--- config.mk ---
export PLATFORM = sky130hd
export DESIGN_NAME = seg7_mux_capture
export DESIGN_NICKNAME = d
export VERILOG_FILES = /design/src/rtl/seg7_mux_capture.sv
export SDC_FILE = /design/constraint.sdc
export NUM_CORES = 1
export LEC_CHECK = 0
export BUFFER_PORTS_ARGS = -buffer_cell sky130_fd_sc_hd__buf_2
export CAP_MARGIN = 20
export CORE_MARGIN = 4
export CORE_UTILIZATION = 42
export DETAILED_ROUTE_END_ITERATION = 10
export GPL_TIMING_DRIVEN = 0
export PLACE_DENSITY = 0.68
export RECOVER_POWER = 100
export SETUP_SLACK_MARGIN = 0.2
export SLEW_MARGIN = 20
export SYNTH_ARGS = -nofsm -noshare
export SYNTH_HDL_FRONTEND = slang
export SYNTH_SLANG_ARGS = --single-unit
--- constraint.sdc ---
create_clock -name clk -period 2.8 [get_ports clk]
set_clock_uncertainty 0.1 [all_clocks]
set_input_delay 0.56 -clock clk [delete_from_list [all_inputs] [get_ports clk]]
set_output_delay 0.56 -clock clk [all_outputs]
set_load 0.05 [all_outputs]
--- src/rtl/seg7_mux_capture.sv ---
// Receive side of a 2-digit multiplexed seven-segment bus: synchronizes the
// pins, qualifies each digit strobe and recovers the displayed decimal value.
module seg7_mux_capture #(
  parameter int STABLE_CYCLES = 3,
  parameter int TIMEOUT       = 4096
) (
  input  logic       clk,
  input  logic       rst_n,
  input  logic [6:0] seg_in,
  input  logic [1:0] com_in,
  input  logic       seg_pol,
  input  logic       com_pol,
  output logic [3:0] ones,
  output logic [3:0] tens,
  output logic       tens_blank,
  output logic       valid,
  output logic       disp_off,
  output logic       update,
  output logic       pattern_err
);

  localparam int TW = $clog2(TIMEOUT + 1);
  localparam logic [3:0]    STABLE_N = 4'(STABLE_CYCLES);
  localparam logic [TW-1:0] TMO_MAX  = TW'(TIMEOUT);

  localparam logic [1:0] S_IDLE = 2'd0;
  localparam logic [1:0] S_QUAL = 2'd1;
  localparam logic [1:0] S_HELD = 2'd2;

  // Returns {legal, digit}; alternate glyphs for 6, 7 and 9 are accepted.
  function automatic logic [4:0] seg_decode(input logic [6:0] s);
    logic [4:0] r;
    case (s)
      7'h3F:         r = {1'b1, 4'd0};
      7'h06:         r = {1'b1, 4'd1};
      7'h5B:         r = {1'b1, 4'd2};
      7'h4F:         r = {1'b1, 4'd3};
      7'h66:         r = {1'b1, 4'd4};
      7'h6D:         r = {1'b1, 4'd5};
      7'h7D, 7'h7C:  r = {1'b1, 4'd6};
      7'h07, 7'h27:  r = {1'b1, 4'd7};
      7'h7F:         r = {1'b1, 4'd8};
      7'h6F, 7'h67:  r = {1'b1, 4'd9};
      default:       r = 5'd0;
    endcase
    return r;
  endfunction

  logic [6:0] seg_s1_q, seg_s2_q;
  logic [1:0] com_s1_q, com_s2_q;

  always_ff @(posedge clk or negedge rst_n) begin
    if (!rst_n) begin
      seg_s1_q <= '0;
      seg_s2_q <= '0;
      com_s1_q <= '0;
      com_s2_q <= '0;
    end else begin
      seg_s1_q <= seg_in;
      seg_s2_q <= seg_s1_q;
      com_s1_q <= com_in;
      com_s2_q <= com_s1_q;
    end
  end

  // ---- synchronized, polarity-normalized bus ----
  logic [6:0] seg;
  logic [1:0] com;
  logic [1:0] excl;
  logic [1:0] cap;

  assign seg  = seg_pol ? seg_s2_q : ~seg_s2_q;
  assign com  = com_pol ? com_s2_q : ~com_s2_q;
  assign excl = {com[1] & ~com[0], com[0] & ~com[1]};

  for (genvar g = 0; g < 2; g++) begin : g_dig
    logic [1:0] st_q, st_d;
    logic [3:0] cnt_q, cnt_d;
    logic [6:0] ref_q, ref_d;
    logic       cap_c;

    always_comb begin
      st_d  = st_q;
      cnt_d = cnt_q;
      ref_d = ref_q;
      cap_c = 1'b0;
      case (st_q)
        S_IDLE: begin
          if (excl[g]) begin
            ref_d = seg;
            cnt_d = 4'd1;
            if (STABLE_N == 4'd1) begin
              cap_c = 1'b1;
              st_d  = S_HELD;
            end else begin
              st_d  = S_QUAL;
            end
          end
        end
        S_QUAL: begin
          if (!excl[g]) begin
            st_d  = S_IDLE;
            cnt_d = '0;
          end else if (seg != ref_q) begin
            ref_d = seg;
            cnt_d = 4'd1;
          end else if (cnt_q + 4'd1 == STABLE_N) begin
            cap_c = 1'b1;
            st_d  = S_HELD;
            cnt_d = '0;
          end else begin
            cnt_d = cnt_q + 4'd1;
          end
        end
        // One capture per strobe: wait for the own common to release.
        S_HELD: begin
          if (!com[g]) st_d = S_IDLE;
        end
        default: st_d = S_IDLE;
      endcase
    end

    always_ff @(posedge clk or negedge rst_n) begin
      if (!rst_n) begin
        st_q  <= S_IDLE;
        cnt_q <= '0;
        ref_q <= '0;
      end else begin
        st_q  <= st_d;
        cnt_q <= cnt_d;
        ref_q <= ref_d;
      end
    end

    assign cap[g] = cap_c;
  end

  // ---- capture registers, blanking, timeout ----
  logic [4:0]    dec;
  logic [3:0]    ones_q, ones_d, tens_q, tens_d;
  logic          blank_q, blank_d, valid_q, valid_d;
  logic          off_q, off_d, upd_q, upd_d, perr_q, perr_d;
  logic          ost_q, ost_d;
  logic [TW-1:0] tmo_q, tmo_d;

  assign dec = seg_decode(seg);

  always_comb begin
    ones_d  = ones_q;
    tens_d  = tens_q;
    blank_d = blank_q;
    valid_d = valid_q;
    off_d   = off_q;
    ost_d   = ost_q;
    tmo_d   = tmo_q;
    perr_d  = 1'b0;
    if (cap[1]) begin
      ost_d = 1'b0;
      if (dec[4]) begin
        tens_d  = dec[3:0];
        blank_d = 1'b0;
      end else begin
        perr_d = 1'b1;
      end
    end
    // ost_q marks a ones capture with no tens capture since.
    if (cap[0]) begin
      if (ost_q) begin
        blank_d = 1'b1;
        tens_d  = 4'd0;
      end
      ost_d = 1'b1;
      tmo_d = '0;
      off_d = 1'b0;
      if (dec[4]) begin
        ones_d  = dec[3:0];
        valid_d = 1'b1;
      end else begin
        perr_d = 1'b1;
      end
    end else begin
      if (tmo_q != TMO_MAX) tmo_d = tmo_q + TW'(1);
      if (tmo_d == TMO_MAX) begin
        off_d   = 1'b1;
        valid_d = 1'b0;
      end
    end
    upd_d = ({blank_d, tens_d, ones_d} != {blank_q, tens_q, ones_q});
  end

  always_ff @(posedge clk or negedge rst_n) begin
    if (!rst_n) begin
      ones_q  <= '0;
      tens_q  <= '0;
      blank_q <= 1'b1;
      valid_q <= 1'b0;
      off_q   <= 1'b1;
      upd_q   <= 1'b0;
      perr_q  <= 1'b0;
      ost_q   <= 1'b0;
      tmo_q   <= '0;
    end else begin
      ones_q  <= ones_d;
      tens_q  <= tens_d;
      blank_q <= blank_d;
      valid_q <= valid_d;
      off_q   <= off_d;
      upd_q   <= upd_d;
      perr_q  <= perr_d;
      ost_q   <= ost_d;
      tmo_q   <= tmo_d;
    end
  end

  assign ones        = ones_q;
  assign tens        = tens_q;
  assign tens_blank  = blank_q;
  assign valid       = valid_q;
  assign disp_off    = off_q;
  assign update      = upd_q;
  assign pattern_err = perr_q;

endmodule
==> results by stage <==
Run status:
- The flow ran to the end, but the final reports show violations.
- The checks that failed: capacitance limit, slew limit.

Floorplanning:
- The row count is 35.
- The die covers 11100 µm².
- The core region is 9240 µm².
- The floorplan step set the die height to 106 µm.
- The initial core utilization is 0.432.
- The die is about 110 µm wide.
- In this run the count of I/O pins placed on the die edge is 26.

Clock tree:
- The clock drives just over 70 sinks.
- The root buffer cell is clkbuf_8.
- The CTS tree is done.
- The number of buffers on the longest clock path is 2.
- The clock insertion delay at the later pin of the skew report is 350 ps.
- The number of H-tree levels is 3.
- After clock tree synthesis, the clock-pin slew on the worst setup and hold paths is ~80 ps.
- The number of clock buffers added by TritonCTS is 9.

Pwr:
- Of the total power, registers draw 0.444.
- The largest vdd supply drop is roughly 310 µV.
- The switching power of the nets is 831 µW.
- Summed over all cells, the static leakage comes to 1.96 nW.
- Of the total power, the clock network draws 0.342.
- The overall power consumption is 2.78 mW.
- The internal power is 1.94 mW.
- The share of total power dissipated in combinational logic is 0.214.
- For this design the ratio of total power to cell area is 605 nW/µm².
- Of the total power, the share spent switching nets is 0.299.

Yosys:
- The area share of the largest cell type after synthesis is 0.432.
- The biggest area contributor in the post-synthesis netlist is dfrtp_1.
- Counting every net in the synthesized netlist gives ~400.
- For this run, asynchronously set or reset flops after synthesis account for 1.00.
- In the synthesized netlist the dominant register cell turns out to be dfrtp_1.
- Each instance of the synthesized netlist takes up on average 10.4 µm².
- The share of the yosys chip area belonging to registers is 0.445.
- Of the total synthesized cell area, the portion taken by full adders, half adders and majority gates is 0.0188.
- The compound-gate portion of the synthesized area came to 0.160.
- After synthesis, the largest family of logic cells by area is simple AND/OR/NAND/NOR gates.
- The gate count of the mapped netlist is 385.
- The simple-gate area share of the yosys netlist is 0.184.
- Ranked by total cell area, the synthesized netlist is headed by dfrtp_1 43%, xnor2_1 5.0%, xor2_1 3.9%, nor2_1 2.6%, mux2_2 2.5%.
- The cell area that synthesis handed to floorplanning was 4000 µm².
- The xor and xnor area share after synthesis is 0.0899.
- The flip-flop and latch count after synthesis is 71.
- The distinct cell type count of the synthesized netlist is 70.
- The number of synthesized flops with an enable pin is 0.
- For this run, the number of Yosys warnings is 0.
- Measured against the total synthesized area, the mux share comes to 0.0604.

Setup path:
- STA puts the critical path data arrival time at 2640 ps.
- STA classifies the critical path endpoint as a flop.
- For the worst flop-to-flop path, the logic depth is 8.
- Along the worst path, the maximum fanout reaches 10.
- The worst setup path is of the reg2reg kind.
- The end of the worst register-to-register path is tmo_q[8]$_DFF_PN0_.
- The startpoint identified for the worst register-to-register timing path is seg_s2_q[2]$_DFF_PN0_.
- The most critical setup path has its startpoint at seg_s2_q[2]$_DFF_PN0_.
- STA puts the critical path data required time at a little under 3000 ps.
- The critical path capture point is tmo_q[8]$_DFF_PN0_.
- For flop-to-flop paths, the worst setup slack is 280 ps.
- The critical path launch point type is a flop.

Flow run:
- The count of maximum capacitance violations is 1.

STA:
- The worst hold slack across all endpoints is ~210 ps.
- Setup violations remaining at the end of the flow were counted as 0.
- The worst path meets setup with 276 ps of slack.
- The post-route setup TNS is 0 ps.
- Setup repair after global routing could not meet its margin everywhere.
- The worst path needs 2520 ps of the cycle, external delays included.
- Dividing the final minimum period by the clock period gives 0.901.
- The final-report hold violation count is 0.
- The pin slew with the least headroom to its limit is around 1900 ps.
- The max-slew headroom at the worst pin is -0.265.
- The fmax is 396 MHz.
- The count of final max-slew check failures is 36.

Drt:
- The detailed-router iteration count before antenna repair is 4.
- The detailed-route DRC error count is 0.
- The total via count in the routed design is slightly above 3000.
- The count of antenna-violating nets left after detailed routing is 0.
- In this run, the number of DRC markers left after iteration 0 of detailed routing was between 100 and 150.
- The mean number of vias per cell is 5.48.
- The total wirelength of the detailed-routed design is 8250 µm.
- After detailed routing, the average wire length per cell comes to about 15 µm.

Final layout:
- The post-synthesis to final-layout area growth is 14.8%.
- Once layout is complete, the utilization of the core stands at 0.496.
- The library cells used most frequently in the layout, excluding fill and tap cells, are 69 x dfrtp_1, 28 x nor2_1, 24 x nand2_1.
- Leaving out fill and tap cells, the most frequent cell in the layout is dfrtp_1.
- The final-stage net count is 442.
- The number of antenna cells inserted is 0.
- Leaving out filler cells and counting taps, the final layout contains around 560.
- The final design area excluding fillers is 4590 µm².
- The proportion of layout cells with a drive suffix above 1 is 0.175.
- Fill cells in the final layout number 848.

Placement:
- The number of port buffers is 25.
- The number of placed instances, taps included is 540.
- Summing all placed instances gives a cell area of 4300 µm².
- The half-perimeter wire length after detailed placement is between 5000 and 6000 µm.
- The placer's final routability congestion estimate is 0.888.
- Before CTS, the worst setup slack after placement is -85.9 ps.

GRT:
- Entering global routing, the biggest net connects 37 pins.
- The number of global-route vias before repair is 3007.
- The number of antenna violations at the first check in global routing is 0.
- In the global route stage, overall resource usage came out at 0.158.
- The first global-routing pass estimated ~14000 µm of wire.
- After global routing the overflow that remains totals 0.

Worst hold path:
- The worst min-delay path class is in2reg.
-- worst min path at each step --
stage	startpoint	endpoint	slack, ps	cells after the start
after floorplan	rst_n	com_s1_q[0]$_DFF_PN0_	160	0
after global placement	seg_s1_q[1]$_DFF_PN0_	seg_s2_q[1]$_DFF_PN0_	230	0
after detailed placement	seg_s1_q[3]$_DFF_PN0_	seg_s2_q[3]$_DFF_PN0_	240	0
after CTS	rst_n	seg_s1_q[0]$_DFF_PN0_	50	1
after global routing	seg_in[3]	seg_s1_q[3]$_DFF_PN0_	180	1
final	seg_in[5]	seg_s1_q[5]$_DFF_PN0_	210	1
-- cell families (layout without fill, tap and decap cells) --
| family | after synthesis | in the layout |
|---|---|---|
| XOR/XNOR | 41 | 41 |
| AO/OA/AOI/OAI | 81 | 81 |
| flip-flops | 71 | 71 |
| buffers and inverters | 33 | 76 |
| AND/OR/NAND/NOR | 131 | 131 |
| multiplexers | 22 | 22 |
| adder cells (fa/ha/maj) | 6 | 6 |
-- power by group through the flow --
stage / clock [mW] / combinational [mW] / sequential, mW
finish: 0.948 / 0.595 / 1.23
global placement: 0 / 0.554 / 1.24
detailed placement: 0 / 0.576 / 1.25
CTS: 0.972 / 0.586 / 1.23
global route: 1.02 / 0.680 / 1.25
floorplan: 0 / 0.456 / 1.23
-- metal layers --
| metal | up-vias | share of wire | GRT usage |
|---|---|---|---|
| met4 | 0 | 0.013 | 0.0490 |
| li1 | 1473 | - | - |
| met2 | 60 | 0.46 | 0.244 |
| met5 | - | 0 | 0 |
| met3 | 11 | 0.037 | 0.0386 |
| met1 | 1506 | 0.49 | 0.218 |
-- final cells by class --
class | count | area [µm²] | share of cell area
Multi-Input combinational cell | 281 | 2110 | 0.461
Tap cell | 129 | 161 | 0.0352
Inverter | 12 | 45.0 | 0.00982
Clock buffer | 11 | 151 | 0.0330
Buffer | 21 | 121 | 0.0265
Clock inverter | 5 | 78.8 | 0.0172
Sequential cell | 71 | 1780 | 0.388
Timing Repair Buffer | 27 | 135 | 0.0295
-- Yosys cell counts, types with 5 or more instances --
master,n
a21oi_1,9
and3_1,5
and4_1,5
buf_2,7
buf_4,5
clkbuf_1,7
dfrtp_1,69
ha_1,6
inv_1,12
mux2_1,8
mux2_2,9
mux2i_1,5
nand2_1,24
nand3_1,13
nand4_1,6
nor2_1,28
nor3_1,5
o21ai_0,12
o31ai_1,7
or2_2,5
xnor2_1,23
xor2_1,18
-- registers in the layout (all words and copies together), names as in the netlist, 4 cells and up --
name,cells
tens,4
tmo_q,13
seg_s1_q,7
ones,4
g_dig.ref_q,14
g_dig.cnt_q,8
seg_s2_q,7
g_dig.st_q,4
-- critical path, stage by stage (launching register included) --
cell and delay, ps:
dfrtp_1 370, buf_4 170, xor2_1 340, nand4_1 200
nor4_4 270, o21a_1 310, and3_1 280, clkbuf_2 260
nor2_1 80
-- what timing repair did --
| item | CTS | global route |
|---|---|---|
| cloned | 0 | 0 |
| endpoints found under the setup margin | 13 | 19 |
| resized for setup | 2 | 8 |
| setup buffers | 1 | 0 |
| endpoints found under the hold margin | 0 | 0 |
| pin swaps | 1 | 1 |
| hold buffers | 0 | 0 |
No activity file was read; power rests on OpenSTA's default activity.
